**src/rtl/ps2_pkg.sv**
```systemverilog
// rtl/ps2_pkg.sv - shared PS/2 state encoding, error codes and timing defaults
//
// Purpose: common types and constants for the PS/2 host transmitter and the
//          scancode receiver that sits beside it.
// Ports:   none (package).

package ps2_pkg;

  // Default timing at a 50 MHz system clock.
  localparam int DEF_INHIBIT_CYCLES = 6000;    // 120 us CLK inhibit
  localparam int DEF_RTS_CYCLES     = 50;      // 1 us request-to-send
  localparam int DEF_START_TIMEOUT  = 750000;  // 15 ms for first device edge
  localparam int DEF_XFER_TIMEOUT   = 100000;  // 2 ms for the whole frame

  // start bit is implicit (DAT held low); frame register holds d0..d7, parity, stop
  localparam int FRAME_BITS = 10;

  typedef enum logic [2:0] {
    ST_IDLE,
    ST_INHIBIT,
    ST_RTS,
    ST_WAIT_CLK,
    ST_SEND,
    ST_WAIT_ACK,
    ST_WAIT_IDLE,
    ST_ERR
  } ps2_tx_state_e;

  typedef enum logic [1:0] {
    TX_ERR_OK       = 2'b00,
    TX_ERR_NACK     = 2'b01,
    TX_ERR_START_TO = 2'b10,
    TX_ERR_XFER_TO  = 2'b11
  } ps2_tx_err_e;

  // Bits needed by a down-counter loaded with n-1; never narrower than 1.
  function automatic int cnt_width(input int n);
    return (n > 1) ? $clog2(n) : 1;
  endfunction

  function automatic int max2(input int a, input int b);
    return (a > b) ? a : b;
  endfunction

endpackage

```
**src/rtl/ps2_line_sync.sv**
```systemverilog
// rtl/ps2_line_sync.sv - PS/2 pad synchronizer with CLK falling-edge detect
//
// Purpose: brings the raw PS2_CLK / PS2_DAT pad levels into the system clock
//          domain through two flops each and flags falling edges of the
//          synchronized CLK.
// Ports:
//   clk_i       system clock
//   rst_ni      asynchronous active-low reset
//   clk_pad_i   raw PS2_CLK level
//   dat_pad_i   raw PS2_DAT level
//   clk_sync_o  synchronized CLK
//   dat_sync_o  synchronized DAT
//   clk_fall_o  one-cycle flag: synced CLK went 1 -> 0

module ps2_line_sync (
  input  logic clk_i,
  input  logic rst_ni,
  input  logic clk_pad_i,
  input  logic dat_pad_i,
  output logic clk_sync_o,
  output logic dat_sync_o,
  output logic clk_fall_o
);

  logic [1:0] clk_sync_q;
  logic [1:0] dat_sync_q;
  logic       clk_prev_q;

  // Reset to the idle (pulled-up) level so leaving reset never looks like an edge.
  always_ff @(posedge clk_i or negedge rst_ni) begin
    if (!rst_ni) begin
      clk_sync_q <= 2'b11;
      dat_sync_q <= 2'b11;
      clk_prev_q <= 1'b1;
    end else begin
      clk_sync_q <= {clk_sync_q[0], clk_pad_i};
      dat_sync_q <= {dat_sync_q[0], dat_pad_i};
      clk_prev_q <= clk_sync_q[1];
    end
  end

  assign clk_sync_o = clk_sync_q[1];
  assign dat_sync_o = dat_sync_q[1];
  assign clk_fall_o = clk_prev_q & ~clk_sync_q[1];

endmodule

```
**src/rtl/ps2_host_tx.sv**
```systemverilog
// rtl/ps2_host_tx.sv - PS/2 host-to-device command byte transmitter
//
// Purpose: sends one command byte to a PS/2 device: CLK inhibit, request to
//          send, 8 data bits LSB first, odd parity, stop, then checks the
//          device ACK. Reports completion with tx_done and a 2-bit tx_err.
// Ports:
//   CLOCK_50           system clock
//   Resetn             asynchronous active-low reset
//   cmd_data/valid     command byte and request; cmd_ready high only when idle
//   ps2_clk_in/dat_in  raw pad levels
//   ps2_clk_drive_low  1 = pull PS2_CLK low, 0 = release
//   ps2_dat_drive_low  1 = pull PS2_DAT low, 0 = release
//   tx_busy            high whenever a transaction is in progress
//   tx_done            one-cycle completion pulse
//   tx_err             00 ok, 01 NACK, 10 start timeout, 11 transfer timeout

module ps2_host_tx
  import ps2_pkg::*;
#(
  parameter int INHIBIT_CYCLES = DEF_INHIBIT_CYCLES,
  parameter int RTS_CYCLES     = DEF_RTS_CYCLES,
  parameter int START_TIMEOUT  = DEF_START_TIMEOUT,
  parameter int XFER_TIMEOUT   = DEF_XFER_TIMEOUT
) (
  input  logic       CLOCK_50,
  input  logic       Resetn,
  input  logic [7:0] cmd_data,
  input  logic       cmd_valid,
  output logic       cmd_ready,
  input  logic       ps2_clk_in,
  input  logic       ps2_dat_in,
  output logic       ps2_clk_drive_low,
  output logic       ps2_dat_drive_low,
  output logic       tx_busy,
  output logic       tx_done,
  output logic [1:0] tx_err
);

  // Inhibit, RTS and the start wait are strictly sequential, so they share
  // one down-counter sized for the longest of the three.
  localparam int PW = cnt_width(max2(max2(INHIBIT_CYCLES, RTS_CYCLES), START_TIMEOUT));
  localparam int XW = cnt_width(XFER_TIMEOUT);

  localparam logic [PW-1:0] INH_LOAD   = PW'(INHIBIT_CYCLES - 1);
  localparam logic [PW-1:0] RTS_LOAD   = PW'(RTS_CYCLES - 1);
  localparam logic [PW-1:0] START_LOAD = PW'(START_TIMEOUT - 1);
  localparam logic [XW-1:0] XFER_LOAD  = XW'(XFER_TIMEOUT - 1);

  ps2_tx_state_e         state_q, state_d;
  logic [FRAME_BITS-1:0] frame_q, frame_d;
  logic [3:0]            bitcnt_q, bitcnt_d;
  logic [PW-1:0]         phase_q, phase_d;
  logic [XW-1:0]         xfer_q, xfer_d;
  ps2_tx_err_e           code_q, code_d;
  ps2_tx_err_e           err_q;

  logic        clk_s;
  logic        dat_s;
  logic        clk_fall;
  logic        done_c;
  ps2_tx_err_e done_code_c;

  ps2_line_sync u_sync (
    .clk_i      (CLOCK_50),
    .rst_ni     (Resetn),
    .clk_pad_i  (ps2_clk_in),
    .dat_pad_i  (ps2_dat_in),
    .clk_sync_o (clk_s),
    .dat_sync_o (dat_s),
    .clk_fall_o (clk_fall)
  );

  always_ff @(posedge CLOCK_50 or negedge Resetn) begin
    if (!Resetn) begin
      state_q  <= ST_IDLE;
      frame_q  <= '1;
      bitcnt_q <= '0;
      phase_q  <= '0;
      xfer_q   <= '0;
      code_q   <= TX_ERR_OK;
      err_q    <= TX_ERR_OK;
    end else begin
      state_q  <= state_d;
      frame_q  <= frame_d;
      bitcnt_q <= bitcnt_d;
      phase_q  <= phase_d;
      xfer_q   <= xfer_d;
      code_q   <= code_d;
      if (done_c) err_q <= done_code_c;
    end
  end

  always_comb begin
    state_d           = state_q;
    frame_d           = frame_q;
    bitcnt_d          = bitcnt_q;
    phase_d           = phase_q;
    xfer_d            = xfer_q;
    code_d            = code_q;
    done_c            = 1'b0;
    done_code_c       = TX_ERR_OK;
    ps2_clk_drive_low = 1'b0;
    ps2_dat_drive_low = 1'b0;

    case (state_q)
      ST_IDLE: begin
        if (cmd_valid) begin
          frame_d  = {1'b1, ~^cmd_data, cmd_data};
          bitcnt_d = '0;
          phase_d  = INH_LOAD;
          state_d  = ST_INHIBIT;
        end
      end

      ST_INHIBIT: begin
        ps2_clk_drive_low = 1'b1;
        if (phase_q == '0) begin
          phase_d = RTS_LOAD;
          state_d = ST_RTS;
        end else begin
          phase_d = phase_q - 1'b1;
        end
      end

      ST_RTS: begin
        ps2_clk_drive_low = 1'b1;
        ps2_dat_drive_low = 1'b1;
        if (phase_q == '0) begin
          phase_d = START_LOAD;
          state_d = ST_WAIT_CLK;
        end else begin
          phase_d = phase_q - 1'b1;
        end
      end

      ST_WAIT_CLK: begin
        // start bit: DAT stays low until the device's first falling edge
        ps2_dat_drive_low = 1'b1;
        if (clk_fall) begin
          bitcnt_d = 4'd1;
          xfer_d   = XFER_LOAD;
          state_d  = ST_SEND;
        end else if (phase_q == '0) begin
          code_d  = TX_ERR_START_TO;
          state_d = ST_ERR;
        end else begin
          phase_d = phase_q - 1'b1;
        end
      end

      ST_SEND: begin
        // frame_q[0] is the bit currently on the line; shift in ones so the
        // line is released once the stop bit has gone out.
        ps2_dat_drive_low = ~frame_q[0];
        if (xfer_q == '0) begin
          code_d  = TX_ERR_XFER_TO;
          state_d = ST_ERR;
        end else begin
          xfer_d = xfer_q - 1'b1;
          if (clk_fall) begin
            frame_d  = {1'b1, frame_q[FRAME_BITS-1:1]};
            bitcnt_d = bitcnt_q + 1'b1;
            // the 10th edge puts the stop bit out; the next edge is the ACK
            if (bitcnt_q == 4'd9) state_d = ST_WAIT_ACK;
          end
        end
      end

      ST_WAIT_ACK: begin
        if (xfer_q == '0) begin
          code_d  = TX_ERR_XFER_TO;
          state_d = ST_ERR;
        end else begin
          xfer_d = xfer_q - 1'b1;
          if (clk_fall) begin
            if (!dat_s) begin
              state_d = ST_WAIT_IDLE;
            end else begin
              code_d  = TX_ERR_NACK;
              state_d = ST_ERR;
            end
          end
        end
      end

      ST_WAIT_IDLE: begin
        if (clk_s && dat_s) begin
          done_c      = 1'b1;
          done_code_c = TX_ERR_OK;
          state_d     = ST_IDLE;
        end else if (xfer_q == '0) begin
          code_d  = TX_ERR_XFER_TO;
          state_d = ST_ERR;
        end else begin
          xfer_d = xfer_q - 1'b1;
        end
      end

      ST_ERR: begin
        done_c      = 1'b1;
        done_code_c = code_q;
        state_d     = ST_IDLE;
      end

      default: state_d = ST_IDLE;
    endcase
  end

  assign cmd_ready = (state_q == ST_IDLE);
  assign tx_busy   = (state_q != ST_IDLE);
  assign tx_done   = done_c;
  // the code is visible together with the pulse, then held by err_q
  assign tx_err    = done_c ? done_code_c : err_q;

endmodule

```
**config.mk**
```make
export PLATFORM = sky130hd
export DESIGN_NAME = ps2_host_tx
export DESIGN_NICKNAME = d
export VERILOG_FILES = /design/src/rtl/ps2_pkg.sv /design/src/rtl/ps2_line_sync.sv /design/src/rtl/ps2_host_tx.sv
export SDC_FILE = /design/constraint.sdc
export NUM_CORES = 1
export LEC_CHECK = 0
export CAP_MARGIN = 0
export CORE_AREA = 2 2 101 103
export DETAILED_ROUTE_END_ITERATION = 10
export DIE_AREA = 0 0 103 105
export GPL_TIMING_DRIVEN = 0
export PLACE_DENSITY = 0.55
export SLEW_MARGIN = 10
export SYNTH_ARGS = -nofsm -noshare
export SYNTH_HDL_FRONTEND = slang
export SYNTH_SLANG_ARGS = --single-unit
```
**constraint.sdc**
```tcl
create_clock -name CLOCK_50 -period 5.8 [get_ports CLOCK_50]
set_input_delay 1.16 -clock CLOCK_50 [delete_from_list [all_inputs] [get_ports CLOCK_50]]
set_output_delay 1.16 -clock CLOCK_50 [all_outputs]
set_load 0.01 [all_outputs]
```
Yosys cells after proc, flatten, opt, wreduce, memory -nomap -nowiden

Cells that the tools add are included.

Divide/modulo/power cells: 0
$add $sub $neg: 3
Reduce and logical (&&, ||, !) cells: 20
Multiplexer cells: 47
Multiply operators: 0
Order comparisons: 0
Shift-type cells: 0
Eq/ne operators: 24
Bitwise logic cells: 3

Operator list:

| operator                                                             | count |
|---|---|
| 20-bit 2-to-1 mux                                                    | 5 |
| 20-bit case mux with 4 select lines                                  | 1 |
| 17-bit 2-to-1 mux                                                    | 3 |
| 17-bit case mux with 3 select lines                                  | 1 |
| 3-bit 2-to-1 mux                                                     | 12 |
| 10-bit 2-to-1 mux                                                    | 3 |
| 3-bit case mux with 8 select lines                                   | 1 |
| 20-bit zero test                                                     | 1 |
| 2-bit inequality test, second input constant                         | 10 |
| 10-bit case mux with 2 select lines                                  | 1 |
| 20-bit by 1-bit subtractor with 20-bit output, second input constant | 1 |
| 2-bit 2-to-1 mux                                                     | 9 |
| 17-bit zero test                                                     | 1 |
| 17-bit by 1-bit subtractor with 17-bit output, second input constant | 1 |
| 4-bit 2-to-1 mux                                                     | 4 |
| 3-bit inequality test, second input constant                         | 5 |
| 3-bit == test, second input constant                                 | 4 |
| 4-bit case mux with 3 select lines                                   | 1 |
| 3-bit nonzero test                                                   | 3 |
| 2-bit case mux with 4 select lines                                   | 1 |
| 4-bit AND reduction                                                  | 2 |
| 8-bit AND reduction                                                  | 1 |
| 4-bit nonzero test                                                   | 2 |
| 8-bit XNOR reduction                                                 | 1 |
| other kinds (16)                                                     | 23 |

Bits in registers: 63
Bits in writable memories: 0
Memory bits (read-only): 0
Memories: 0
Bits in latches: 0

Depth between registers and ports, before layout

Depth after elaboration: 5
Depth in mapped cells: 10

Cells and area by module

A second synthesis with hierarchy kept.

Cell total of the unflattened synthesis: 401
Area, all modules: 3,627.2 um^2

By module, submodules not included:

| module        | times used | cells each | area each (um^2) | seq. area each (um^2) |
|---|---|---|---|---|
| ps2_host_tx   | 1          | 395        | 3,482.1          | 1,437.6 |
| ps2_line_sync | 1          | 6          | 145.1            | 131.4 |

Least setup slack after synthesis

No wires, ideal clock.

Path kind: register to output
From: register state_q[0]
To: output port ps2_dat_drive_low
Arrival: 1,386 ps
Cell stages (with the launch flop): 6
Required time: 4,640 ps
Slack: 3,254 ps
Path through: dfrtp_1 clkbuf_1 nor2_1 nand2_1 clkbuf_1 o21ai_0

Longest elaborated chain between the ends: 3
Elaborated cells between the ends (all ways): 5

Ends and longest elaborated chain:

| item                                     | RTL line           | source |
|---|---|---|
| start: declaration                       | ps2_host_tx.sv:49  | `ps2_tx_state_e state_q, state_d;` |
| start signal: assignment                 | ps2_host_tx.sv:83  | `state_q <= state_d;` |
| 3-bit by 2-bit == test with 1-bit output | ps2_host_tx.sv:105 | `case (state_q)` |
| 2-bit OR reduction (no line)             | --                 |  |
| 1-bit case mux with 2 select lines *     | ps2_host_tx.sv:105 |  |
| end: declaration                         | ps2_host_tx.sv:33  | `output logic ps2_dat_drive_low,` |

Mark *: on every way between the ends. The rest lies on a longest branch, timed or not.

Worst setup path after layout

Same ends and word-level chain as after synthesis.

==> results_dict.tcl <==
set metrics [dict create \
    ys_top_cells_by_count "48 x dfrtp_1, 47 x nand2_1, 32 x nor2_1" \
    finalNonFillerCells 579 \
    slew_headroom_pct 29.4 \
    critPathLaunch "state_q[0]" \
    ios 20 \
    final.setup_skew_ns 0.00608 \
    cp-start-kind "flop" \
    synth_flop_cell "dfrtp_1" \
    std_cell_rows 36 \
    critPathBufInv 3 \
    syn_area_per_cell_um2 8.88 \
    path_depth 6 \
    arrival_ns 2.53 \
    wl_per_cell_um 15.0 \
    required_ns 4.64 \
    synth_warnings 0 \
    drt_pass1_iterations 4 \
    clkLatencyLatePin_ns 0.34 \
    grt_pass1_wl_um 14800 \
    critPathTopFamily "buffers and inverters" \
    ff2ff_setup_slack_ns 3.14 \
    synth.distinct_cells 64 \
    yosys.area_share.simple_pct 24.3 \
    reg2regPathDepth 8 \
    worstMarginPinSlew_ns 1.05 \
    track_usage_pct 17.4 \
    cp_cell_sequence "clkbuf_1 > nor2_1 > nand2_1 > clkbuf_1 > o21ai_0 > clkdlybuf4s50_1" \
    synth_nets 429 \
    antenna_found_initial 0 \
    power_w 0.00193 \
    outcome "finished clean" \
    hpwl_um 6200 \
    wl_met2_um 4130 \
    tns_ns 0 \
    antennaDiodeCount 0 \
    hold_viol 0 \
    path_class "reg2out" \
    cts_root_buffer "clkbuf_8" \
    finalCritPeriodShare_pct 63.6 \
    drt-vias-per-instance 5.37 \
    slowest_delay_ns 0.57 \
    r2r-end "frame_q[7]" \
    cp-endpoint "ps2_dat_drive_low" \
    fillers 1002 \
    fp.dieW_um 103 \
    ys_ff_latch 62 \
    endpoint_kind "output port" \
    io_buffers 19 \
    wl_um 8700 \
    die_area_mm2 0.0108 \
    holdCritPathClass "reg2reg" \
    nNetsFinal 460 \
    synthXorXnorAreaFrac_pct 5.05 \
    numCtsBuffers 9 \
    cp_slowest_cell "clkdlybuf4s50_1" \
    wirelength_met1_um 4180 \
    r2r_start "xfer_q[0]" \
    max_freq_mhz 271 \
    maxCapViolCount 0 \
    synthAdderAreaFrac_pct 2.06 \
    cts_setup_buffers 0 \
    yosysTopAreaCell "dfrtp_1" \
    grt_pass1_vias 2984 \
    cts.sinks 62 \
    routabilityCongestion 0.901 \
    seq_area_frac_synth_pct 43.1 \
    drt_iter0_drc 153 \
    maxSlewViolCount 0 \
    route.met3.wl_um 269 \
    power_leakage_nw 1.72 \
    synthCells 410 \
    muxShareOfSynthArea_pct 3.33 \
    synth.area.top_cells "dfrtp_1 33%, dfstp_2 10%, nand2_1 4.8%" \
    path_clk_slew_ns 0.08 \
    area_growth_pct 15.8 \
    die_h_um 105 \
    place_area_mm2 0.00402 \
    vias 3107 \
    crit_path_max_fanout 10 \
    fin_crit_ns 3.69 \
    drive_gt1_share_pct 11.9 \
    postRouteAntennaNets 0 \
    grt_remaining_overflow 0 \
    syn_area_mm2 0.00364 \
    ir_worst_vdd_uv 161 \
    cts_buffer_depth 2 \
    core_mm2 0.00964 \
    h-tree-depth 3 \
    cts_tree "built" \
    yosys.area.top_type_share_pct 33.0 \
    rsz0062_at_grt "no" \
    synth.most_common_cell "dfrtp_1" \
    powerDensity_mw_per_mm2 458 \
    dp_cells 563 \
    synth_top_family_by_area "simple AND/OR/NAND/NOR gates" \
    synth_edf_count 0 \
    crit_top_cell "clkbuf_1" \
    synth_compound_area_share_pct 18.3 \
    remaining_drc_errors 0 \
    grt_max_degree 63 \
    final_area_mm2 0.00422 \
    async_flop_share_pct 100 \
    setup_viol 0 \
    top_layer "met4" \
    cts_resized 0 \
    ctsHoldBuffers 0 \
    holdPathStages 0 \
    start_util_pct 37.8 \
]
-- stage by stage --
stage                     worst slack [ns]  utilization, %  hold WS, ns
after global routing                  1.90            43.8        0.366
after global placement                1.41            41.5        0.346
after CTS                             2.10            43.8        0.359
final                                 2.11            43.8        0.358
after detailed placement              2.31            41.7        0.347
after floorplan                       3.25               -        0.345
-- how the worst min path moves through the flow --
| stage | from | endpoint | slack, ns |
|---|---|---|---|
| final | u_sync.clk_sync_q[0] | u_sync.clk_sync_q[1] | 0.36 |
| after global routing | u_sync.clk_sync_q[0] | u_sync.clk_sync_q[1] | 0.37 |
| after CTS | u_sync.clk_sync_q[0] | u_sync.clk_sync_q[1] | 0.36 |
| after detailed placement | u_sync.clk_sync_q[0] | u_sync.clk_sync_q[1] | 0.35 |
| after global placement | u_sync.clk_sync_q[0] | u_sync.clk_sync_q[1] | 0.35 |
| after floorplan | u_sync.clk_sync_q[0] | u_sync.clk_sync_q[1] | 0.35 |
-- worst reg2reg max path: cells and delay by family, from the launching register on --
kind / cells / cell delay (ns)
compound gates: 3 / 1.18
flops: 1 / 0.47
buf+inv: 2 / 0.39
simple gates: 2 / 0.32
fa+ha+maj: 1 / 0.22
-- sequential cells by signal, summed over array words and instances, names as in the netlist, 2 cells and up --
| register | cells |
|---|---|
| frame_q | 9 |
| err_q | 2 |
| phase_q | 20 |
| code_q | 2 |
| state_q | 3 |
| xfer_q | 17 |
| u_sync.dat_sync_q | 2 |
| bitcnt_q | 4 |
| u_sync.clk_sync_q | 2 |
-- placed cells by master, fill, tap and decap left out, drive strengths merged, types with 3 or more instances in the layout --
cell / n
nand3: 18
clkdlybuf4s50: 18
nor4: 10
mux2i: 11
xnor2: 8
nand4: 8
nand2b: 8
o31ai: 5
dfrtp: 48
or2: 3
inv: 19
a22o: 3
nor2: 33
clkbuf: 22
nand2: 47
o22a: 3
a31oi: 8
o2bb2ai: 4
buf: 8
o21ai: 33
ha: 6
a21oi: 24
clkinv: 4
xor2: 13
and2: 4
nor3: 21
o311ai: 3
or3: 3
and3: 3
dfstp: 14
-- metal layers --
layer  GRT usage [%]  up-vias
li1                -     1547
met1            23.3     1500
met2            27.5       49
met3            3.61       11
met4            6.20        0
met5               0        -
-- layout make-up --
class                   instances  area (um^2)  share of cell area, %
inverters                      17         63.8                   1.51
flip-flops and latches         62         1570                   37.2
multi-input cells             312         1930                   45.7
clock buffers                   9          124                   2.94
plain buffers                  19         78.8                   1.87
clock inverters                 7         71.3                   1.69
well taps                     133          166                   3.95
repair buffers                 20          215                   5.10
-- power breakdown --
group / internal, W / leakage (nW) / switching [W]
clock network: 0.000200 / 0.104 / 0.000182
registers: 0.000583 / 0.722 / 0.000119
logic: 0.000344 / 0.889 / 0.000505
total: 0.00113 / 1.72 / 0.000806
-- kinds of logic (layout without fill, tap and decap cells) --
family                   count (synthesis)  count (layout)
AO/OA/AOI/OAI                          101             101
buffers and inverters                   36              72
adder cells (fa/ha/maj)                  6               6
AND/OR/NAND/NOR                        172             172
multiplexers                            12              12
flip-flops                              62              62
XOR/XNOR                                21              21
No activity file was read; power rests on OpenSTA's default activity.
